<file path="config.mk">
export PLATFORM = sky130hd
export DESIGN_NAME = dcc_bank_writer
export DESIGN_NICKNAME = d
export VERILOG_FILES = /design/src/rtl/dcc_pkg.sv /design/src/rtl/dcc_ack_toggle.sv /design/src/rtl/dcc_bank_writer.sv
export SDC_FILE = /design/constraint.sdc
export NUM_CORES = 2
export LEC_CHECK = 0
export CAP_MARGIN = 40
export CORE_AREA = 2 2 436 438
export CTS_BUF_LIST = sky130_fd_sc_hd__clkbuf_8
export CTS_CLUSTER_SIZE = 20
export DETAILED_ROUTE_END_ITERATION = 8
export DIE_AREA = 0 0 438 440
export SETUP_SLACK_MARGIN = 0.05
export SYNTH_ARGS = -nofsm -noshare
export SYNTH_HDL_FRONTEND = slang
export SYNTH_HIERARCHICAL = 1
export SYNTH_SLANG_ARGS = --single-unit
export TNS_END_PERCENT = 30
</file>
<file path="constraint.sdc">
create_clock -name clk_clk -period 5.3 [get_ports clk_clk]
set_input_delay 0.53 -clock clk_clk [delete_from_list [all_inputs] [get_ports clk_clk]]
set_output_delay 0.53 -clock clk_clk [all_outputs]
set_load 0.01 [all_outputs]
</file>
<file path="src/rtl/dcc_pkg.sv">
// Shared constants and types for the DCC PIO bank writer.
// The bank geometry matches the HPS dcc_data_0..31 / dcc_time_out PIO exports.
package dcc_pkg;

    // Words per bank (one per dcc_data PIO), word width, and timestamp width
    localparam int N_WORDS = 32;
    localparam int DATA_W  = 32;
    localparam int TIME_W  = 26;

    // Width of the overflow counter and of the fill write index
    localparam int CNT_W   = 16;
    localparam int IDX_W   = $clog2(N_WORDS);

    // Writer FSM states.
    //   FILL:   accepting words into the fill bank
    //   COMMIT: fill bank is full; copy it now if the shadow is free
    //   HOLD:   fill bank is full and the shadow is busy; wait for the HPS ack
    typedef enum logic [1:0] {
        FILL   = 2'd0,
        COMMIT = 2'd1,
        HOLD   = 2'd2
    } dcc_wr_state_t;

    // Increment that sticks at all-ones instead of wrapping
    function automatic logic [CNT_W-1:0] sat_inc(input logic [CNT_W-1:0] v);
        return (v == '1) ? v : v + CNT_W'(1);
    endfunction

endpackage

</file>
<file path="src/rtl/dcc_ack_toggle.sv">
// Converts the HPS read-acknowledge level into a one-cycle pulse.
// The HPS signals "done reading" by flipping hps_read_bit in either
// direction, so any change relative to the previous cycle is an ack.
// The input is already in this clock domain, so there is no synchronizer.
module dcc_ack_toggle (
    input  logic clk,
    input  logic rst_n,
    input  logic toggle,
    output logic ack
);

    logic ack_q;

    // Remember last cycle's level of the toggle input
    always_ff @(posedge clk or negedge rst_n) begin
        // NOTE: clocked state is assigned with <= so every flop samples the
        // pre-edge value of its inputs, independent of block ordering.
        if (!rst_n) begin
            ack_q <= 1'b0;
        end else begin
            ack_q <= toggle;
        end
    end

    // A level change since last cycle is an acknowledge
    assign ack = toggle ^ ack_q;

endmodule

</file>
<file path="src/rtl/dcc_bank_writer.sv">
// FPGA-side producer for the HPS dcc_data PIO bank.
// Detector words fill a register bank; a full bank is copied in one cycle
// into the shadow bank that drives the PIO exports, and bank_valid is raised.
// The HPS releases the shadow by toggling hps_read_bit. Because the fill
// bank is separate from the shadow, the next bank fills while HPS reads.
module dcc_bank_writer
    import dcc_pkg::*;
(
    input  logic                      clk_clk,
    input  logic                      reset_reset_n,
    input  logic                      in_valid,
    input  logic [DATA_W-1:0]         in_data,
    output logic                      in_ready,
    input  logic [TIME_W-1:0]         time_in,
    input  logic                      hps_read_bit,
    output logic [N_WORDS*DATA_W-1:0] dcc_data_flat,
    output logic [TIME_W-1:0]         dcc_time_out,
    output logic                      bank_valid,
    output logic [CNT_W-1:0]          overflow_cnt
);

    // Fill bank: packed so that word i lands at [i*DATA_W +: DATA_W] of the flat copy
    logic [N_WORDS-1:0][DATA_W-1:0] fill_bank;
    logic [TIME_W-1:0]              fill_time;
    logic [IDX_W-1:0]               wr_idx;
    dcc_wr_state_t                  state;

    logic ack;
    logic accept;
    logic do_copy;

    dcc_ack_toggle u_ack (
        .clk    (clk_clk),
        .rst_n  (reset_reset_n),
        .toggle (hps_read_bit),
        .ack    (ack)
    );

    // Ready is a pure decode of registered state, never of in_valid
    assign in_ready = (state == FILL);
    assign accept   = in_valid && in_ready;

    // Decide whether the full fill bank moves to the shadow this cycle
    always_comb begin
        // NOTE: every variable written here gets a default first, so no path
        // leaves it unassigned and no latch is inferred.
        do_copy = 1'b0;
        case (state)
            COMMIT:  do_copy = !bank_valid || ack;
            HOLD:    do_copy = ack;
            default: do_copy = 1'b0;
        endcase
    end

    // Store accepted words into the fill bank
    always_ff @(posedge clk_clk) begin
        // NOTE: the fill bank is deliberately not reset. Every word is
        // rewritten before the bank can be copied, and leaving out the reset
        // keeps the 1024 storage bits off the reset tree.
        if (accept) begin
            fill_bank[wr_idx] <= in_data;
        end
    end

    // Writer FSM with the write index, bank timestamp and shadow registers
    always_ff @(posedge clk_clk or negedge reset_reset_n) begin
        if (!reset_reset_n) begin
            state         <= FILL;
            wr_idx        <= '0;
            fill_time     <= '0;
            dcc_data_flat <= '0;
            dcc_time_out  <= '0;
            bank_valid    <= 1'b0;
        end else begin
            // An ack releases the shadow; the copy below overrides this when
            // both happen in the same cycle, so fresh data stays valid.
            if (ack && bank_valid) begin
                bank_valid <= 1'b0;
            end

            case (state)
                FILL: begin
                    if (accept) begin
                        if (wr_idx == '0) begin
                            fill_time <= time_in;
                        end
                        if (wr_idx == IDX_W'(N_WORDS - 1)) begin
                            wr_idx <= '0;
                            state  <= COMMIT;
                        end else begin
                            wr_idx <= wr_idx + IDX_W'(1);
                        end
                    end
                end
                COMMIT: begin
                    state <= do_copy ? FILL : HOLD;
                end
                HOLD: begin
                    if (do_copy) begin
                        state <= FILL;
                    end
                end
                default: begin
                    state <= FILL;
                end
            endcase

            if (do_copy) begin
                dcc_data_flat <= fill_bank;
                dcc_time_out  <= fill_time;
                bank_valid    <= 1'b1;
            end
        end
    end

    // Count cycles where a word was offered but could not be taken
    always_ff @(posedge clk_clk or negedge reset_reset_n) begin
        if (!reset_reset_n) begin
            overflow_cnt <= '0;
        end else if (in_valid && !in_ready) begin
            overflow_cnt <= sat_inc(overflow_cnt);
        end
    end

endmodule

</file>
* Word-level counts from Yosys, hierarchy flattened *
Index checks and enable logic that the tools add are counted.

storage, ports and cells
  flip-flop bits (word level) = 2,125
  input port bits = 62
  output and inout port bits = 1,068

cells by class
  add/sub/neg operators = 2
  $lt $le $gt $ge = 2
  equal/unequal tests = 7
  mux-type cells = 12
  bitwise operators = 2
  reduce and logical (&&, ||, !) cells = 14

operators with widths
  operator                 count
  $bwmux W1024             1
  $demux W32 S5            1
  $mux W32                 1
  $add A16 B1 Y16 const B  1
  $eq A16 B16 Y1 const B   1
  $mux W2                  4
  $lt A5 B6 Y1 const B     1
  $pmux W2 S3              1
  $reduce_and A3 Y1        2
  $add A5 B1 Y5 const B    1
  $eq A5 B5 Y1 const B     1
  $ge A5 B1 Y1 const B     1
  $logic_not A5 Y1         1
  $mux W5                  1
  $logic_and A1 B1 Y1      4
  $ne A2 B1 Y1 const B     2
  $reduce_and A2 Y1        2
  $eq A2 B1 Y1 const B     1
  $eq A2 B2 Y1 const B     1
  $logic_not A1 Y1         2
  $logic_not A2 Y1         1
  $mux W1                  2
  $ne A2 B2 Y1 const B     1
  $pmux W1 S2              1
  other kinds (4)          4

* Depth between registers and ports, before layout *
  word-level depth = 5
  mapped depth = 8
  gate-level depth less buffers = 6

* Modules after synthesis *
The synthesis kept the hierarchy.

modules (own cells, without submodules)
  module           instances  cells an instance  area an instance (µm²)  seq. area each (µm²)
  dcc_bank_writer  1          3,472              72,100.4                58,275.9
  dcc_ack_toggle   1          2                  33.8                    25.0

* Worst setup path before layout *
Ideal clock, no wire load.

  path kind = register -> register
  start = register state[0]
  end = register fill_bank[608] (netlist bit) (enable)
  arrival time = 3,767 ps
  data required time = 4,832 ps
  path slack = 1,065 ps
  cell stages (with the launch flop) = 7
  path buffers = 1
  clock period less this slack = 4,235 ps
  cells stage by stage = dfrtp_1 inv_1 ha_1 buf_2 nand3_1 or2_2 nor3b_1

between the ends
  longest elaborated chain between the ends = 2

RTL lines
  item                            line                   RTL
  start: declaration              dcc_bank_writer.sv:26  dcc_wr_state_t state;
  start signal: assignment        dcc_bank_writer.sv:96  state <= do_copy ? FILL : HOLD;
  $logic_not A2 Y1                dcc_bank_writer.sv:40  assign in_ready = (state == FILL);
  net in_ready                    dcc_bank_writer.sv:13  output logic in_ready,
  $logic_and A1 B1 Y1             dcc_bank_writer.sv:41  assign accept = in_valid && in_ready;
  end signal: indexed assignment  dcc_bank_writer.sv:61  fill_bank[wr_idx] <= in_data;
  end: declaration                dcc_bank_writer.sv:23  logic [N_WORDS-1:0][DATA_W-1:0] fill_bank;

The timed path passes the listed nets, and every way through them passes these cells.
A chain may end at the register's enable or synchronous reset.

* Worst setup path in the final report *
  start = register state[0]
  end = output in_ready

between the ends
  longest elaborated chain between the ends = 1

RTL lines
  item              line
  $logic_not A2 Y1  dcc_bank_writer.sv:40
  end: declaration  dcc_bank_writer.sv:13

Every way passes these cells.

==> out/metrics.csv <==
metric;value;unit
FF+latch area;58300;µm²
crit-path max FO;11;
Remaining Overflow, GRT;0;
hold wc startpoint;in_data[4];
post-synthesis async set-or-reset flop share;0.5181;
setup TNS;0;ps
Hold Crit Endpoint;fill_bank[228];
WP data required;4770;ps
Final Cycle Share;0.6567;
reg2reg end;fill_bank[620];
Port Buffers;1129;
status;finished, final reports clean;
Final min period;3481;ps
cells on worst reg2reg path;7;
WP data arrival;2950;ps
ys flop type;dfrtp_1;
synthesized flop and latch total;2125;
nets@finish;5079;
largest net degree at the start of global routing;149;
Ys Warns;6;
wire length of the first global-routing pass;306.7;mm
Detailed Routing Iterations Pass 1;5;
max-slew violation total from the final report;0;
total CTS buffers;359;
CTS max path bufs;4;
worst setup path startpoint;state[0];
Hold Path Cell Cnt;1;
share of the synthesized area in the top cell type;0.4263;
Die W;438;µm
clk slew on worst S/H paths;60;ps
vias per inst;4.896;
drt drc;0;
Slew headroom;0.3278;
Root Driver;clkbuf_8;
Yosys top cell by area;edfxtp_1;
num ports;1130;
RSZ-0062 raised after global routing;false;
DRT antenna net count;0;
vias in the first global route;39630;
CTS tree;yes;
R2R Setup Slk;2110;ps
Lkg Pwr;37.35;nW
Mapped Nets;3546;
Initial Utilization;0.3825;
fillers;15750;
critical path class;flip-flop to output pin;
clock sinks;2125;
DP Wirelength;143.1;mm
setup violators final;0;
via count;38280;
post-synthesis cell count;3474;
Worst Clk Skew;64.59;ps
Die Span Y;440;µm
Seq/Total Area, Yosys;0.8082;
Worst VDD drop;286.9;µV
worst hold-check path type;primary input to flip-flop;
std cell rows;160;
syn avg cell area;20.76;µm²
PD cells;587.2;nW/µm²
Post-synth EDFFs;1024;
Multi-input gate area;13290;µm²
placer congestion estimate;0.7998;
Worst R2R Start;state[0];
initial antenna violation count;28;
Synth cell types;40;
worst skew pair latency;1070;ps
Core ar.;188600;µm²
Final Hold Viols;0;
Syn-to-layout area delta;31.50;%
crit start category;flip-flop;
Starting DRT DRC Count;2887;
setup repair bufs after CTS;0;
WL/cell;28.50;µm
largest cells by area after synthesis;edfxtp_1, dfrtp_1, mux2_2;
Final Routed Wirelength;222.8;mm
f_max;287.3;MHz
CP Capture Type;output pin;
cell area after synthesis;72130;µm²
hold slack;137.3;ps
Core Util, Final;0.5030;
Max-cap violations;0;
share of cells above drive strength 1;0.3300;
Total Die Area;192700;µm²
total global routing track utilization;0.2280;
worst-margin pin slew;1008;ps
H-tree depth;5;
## layer usage
| metal | share of wire | global-route usage | up-vias |
|---|---|---|---|
| met4 | 0.053 | 0.1139 | 0 |
| met3 | 0.075 | 0.06211 | 450 |
| met2 | 0.50 | 0.3821 | 1559 |
| met5 | 0 | 0 | - |
| li1 | - | - | 16060 |
| met1 | 0.37 | 0.2706 | 20210 |
## synthesized netlist by cell type (2+ instances only)
| cell type | count |
|---|---|
| dfrtp_1 | 1101 |
| mux2_2 | 1082 |
| edfxtp_1 | 1024 |
| buf_2 | 63 |
| buf_4 | 55 |
| nor2_1 | 30 |
| nand2_1 | 14 |
| nand3_1 | 11 |
| ha_1 | 10 |
| nor3_1 | 8 |
| xor2_1 | 8 |
| a21oi_1 | 7 |
| inv_1 | 7 |
| o21ai_0 | 7 |
| clkbuf_1 | 6 |
| a31oi_1 | 4 |
| and3_1 | 3 |
| nor2b_1 | 3 |
| nor4_1 | 3 |
| a211oi_1 | 2 |
| a21o_1 | 2 |
| a22oi_1 | 2 |
| nand2b_1 | 2 |
| nand3b_1 | 2 |
| nor3b_1 | 2 |
| or3b_2 | 2 |
## critical path, cell delays in order (launching register included)
cell             delay, ps
dfrtp_1                400
inv_1                  120
ha_1                   580
clkdlybuf4s50_1        830
## what timing repair did
action,CTS,global route
endpoints found under the hold margin,230,0
setup endpoints to repair,0,0
gates resized for setup,0,0
hold buffers,41,0
## power by group
part	switching (mW)	internal, mW
sequential	2.39	21.8
combinational	7.78	9.67
clock	6.49	7.53
## per-stage QoR
stage,std cells,total power [mW],setup slack (ps),cell area (µm²)
floorplan,3474,30.12,1065,72130
global placement,7087,41.77,1637,86860
detailed placement,7116,42.18,1848,87500
CTS,7802,56.38,1636,94810
global route,7803,58.04,1610,94820
finish,7818,55.69,1819,94850
## flip-flops by register name (all words and copies together) (netlist names)
| name | flops |
|---|---|
| dcc_data_flat | 1024 |
| fill_bank | 1024 |
| dcc_time_out | 26 |
| fill_time | 26 |
| overflow_cnt | 16 |
| wr_idx | 5 |
| state | 2 |
| bank_valid | 1 |
| u_ack/ack_q | 1 |
## placed cells by master (no fill, tap or decap), drive strengths merged, types with 2 or more instances in the layout
| cell | synthesis | routed |
|---|---|---|
| dfrtp | 1101 | 1101 |
| clkdlybuf4s50 | 0 | 1096 |
| mux2 | 1083 | 1083 |
| edfxtp | 1024 | 1024 |
| clkbuf | 6 | 417 |
| inv | 7 | 177 |
| buf | 118 | 160 |
| dlygate4sd3 | 0 | 40 |
| clkinv | 0 | 40 |
| nor2 | 30 | 30 |
| diode | 0 | 16 |
| nand2 | 14 | 14 |
| nand3 | 11 | 11 |
| ha | 10 | 10 |
| clkinvlp | 0 | 10 |
| xor2 | 8 | 8 |
| bufinv | 0 | 8 |
| nor3 | 8 | 8 |
| o21ai | 7 | 7 |
| a21oi | 7 | 7 |
| a31oi | 4 | 4 |
| nor4 | 4 | 4 |
| and3 | 3 | 3 |
| nor2b | 3 | 3 |
| or3b | 2 | 2 |
| nand3b | 2 | 2 |
| nor3b | 2 | 2 |
| nand2b | 2 | 2 |
| a22oi | 2 | 2 |
| a21o | 2 | 2 |
| a211oi | 2 | 2 |
| or2 | 2 | 2 |
| nand4 | 2 | 2 |
## area by class of cell
cell class | count | share of cell area
flip-flops and latches | 2125 | 0.6146
diodes | 16 | 0.0004221
repair buffers | 1296 | 0.1388
inverters | 7 | 0.0002770
well taps | 2511 | 0.03312
clock buffers | 417 | 0.06051
clock inverters | 228 | 0.01216
multi-input cells | 1218 | 0.1401
## worst max path at each step
stage / slack (ps) / endpoint / cells after the start
after global placement: 1640 / fill_bank[174] / 3
after detailed placement: 1850 / dcc_data_flat[446] / 9
after floorplan: 1070 / fill_bank[608] / 6
after global routing: 1610 / in_ready / 3
final: 1820 / in_ready / 3
after CTS: 1640 / in_ready / 3
## cells by family (layout without fill, tap and decap cells)
family | count (synthesis) | in the layout | share of synthesized area
flip-flops | 2125 | 2125 | 0.8082
multiplexers | 1083 | 1083 | 0.1691
buffers and inverters | 131 | 1948 | 0.01077
AND/OR/NAND/NOR | 89 | 89 | 0.006661
AO/OA/AOI/OAI | 28 | 28 | 0.002515
adder cells (fa/ha/maj) | 10 | 10 | 0.001735
XOR/XNOR | 8 | 8 | 0.0009714
other | 0 | 16 | 0
Power figures use the tool's default switching activity.
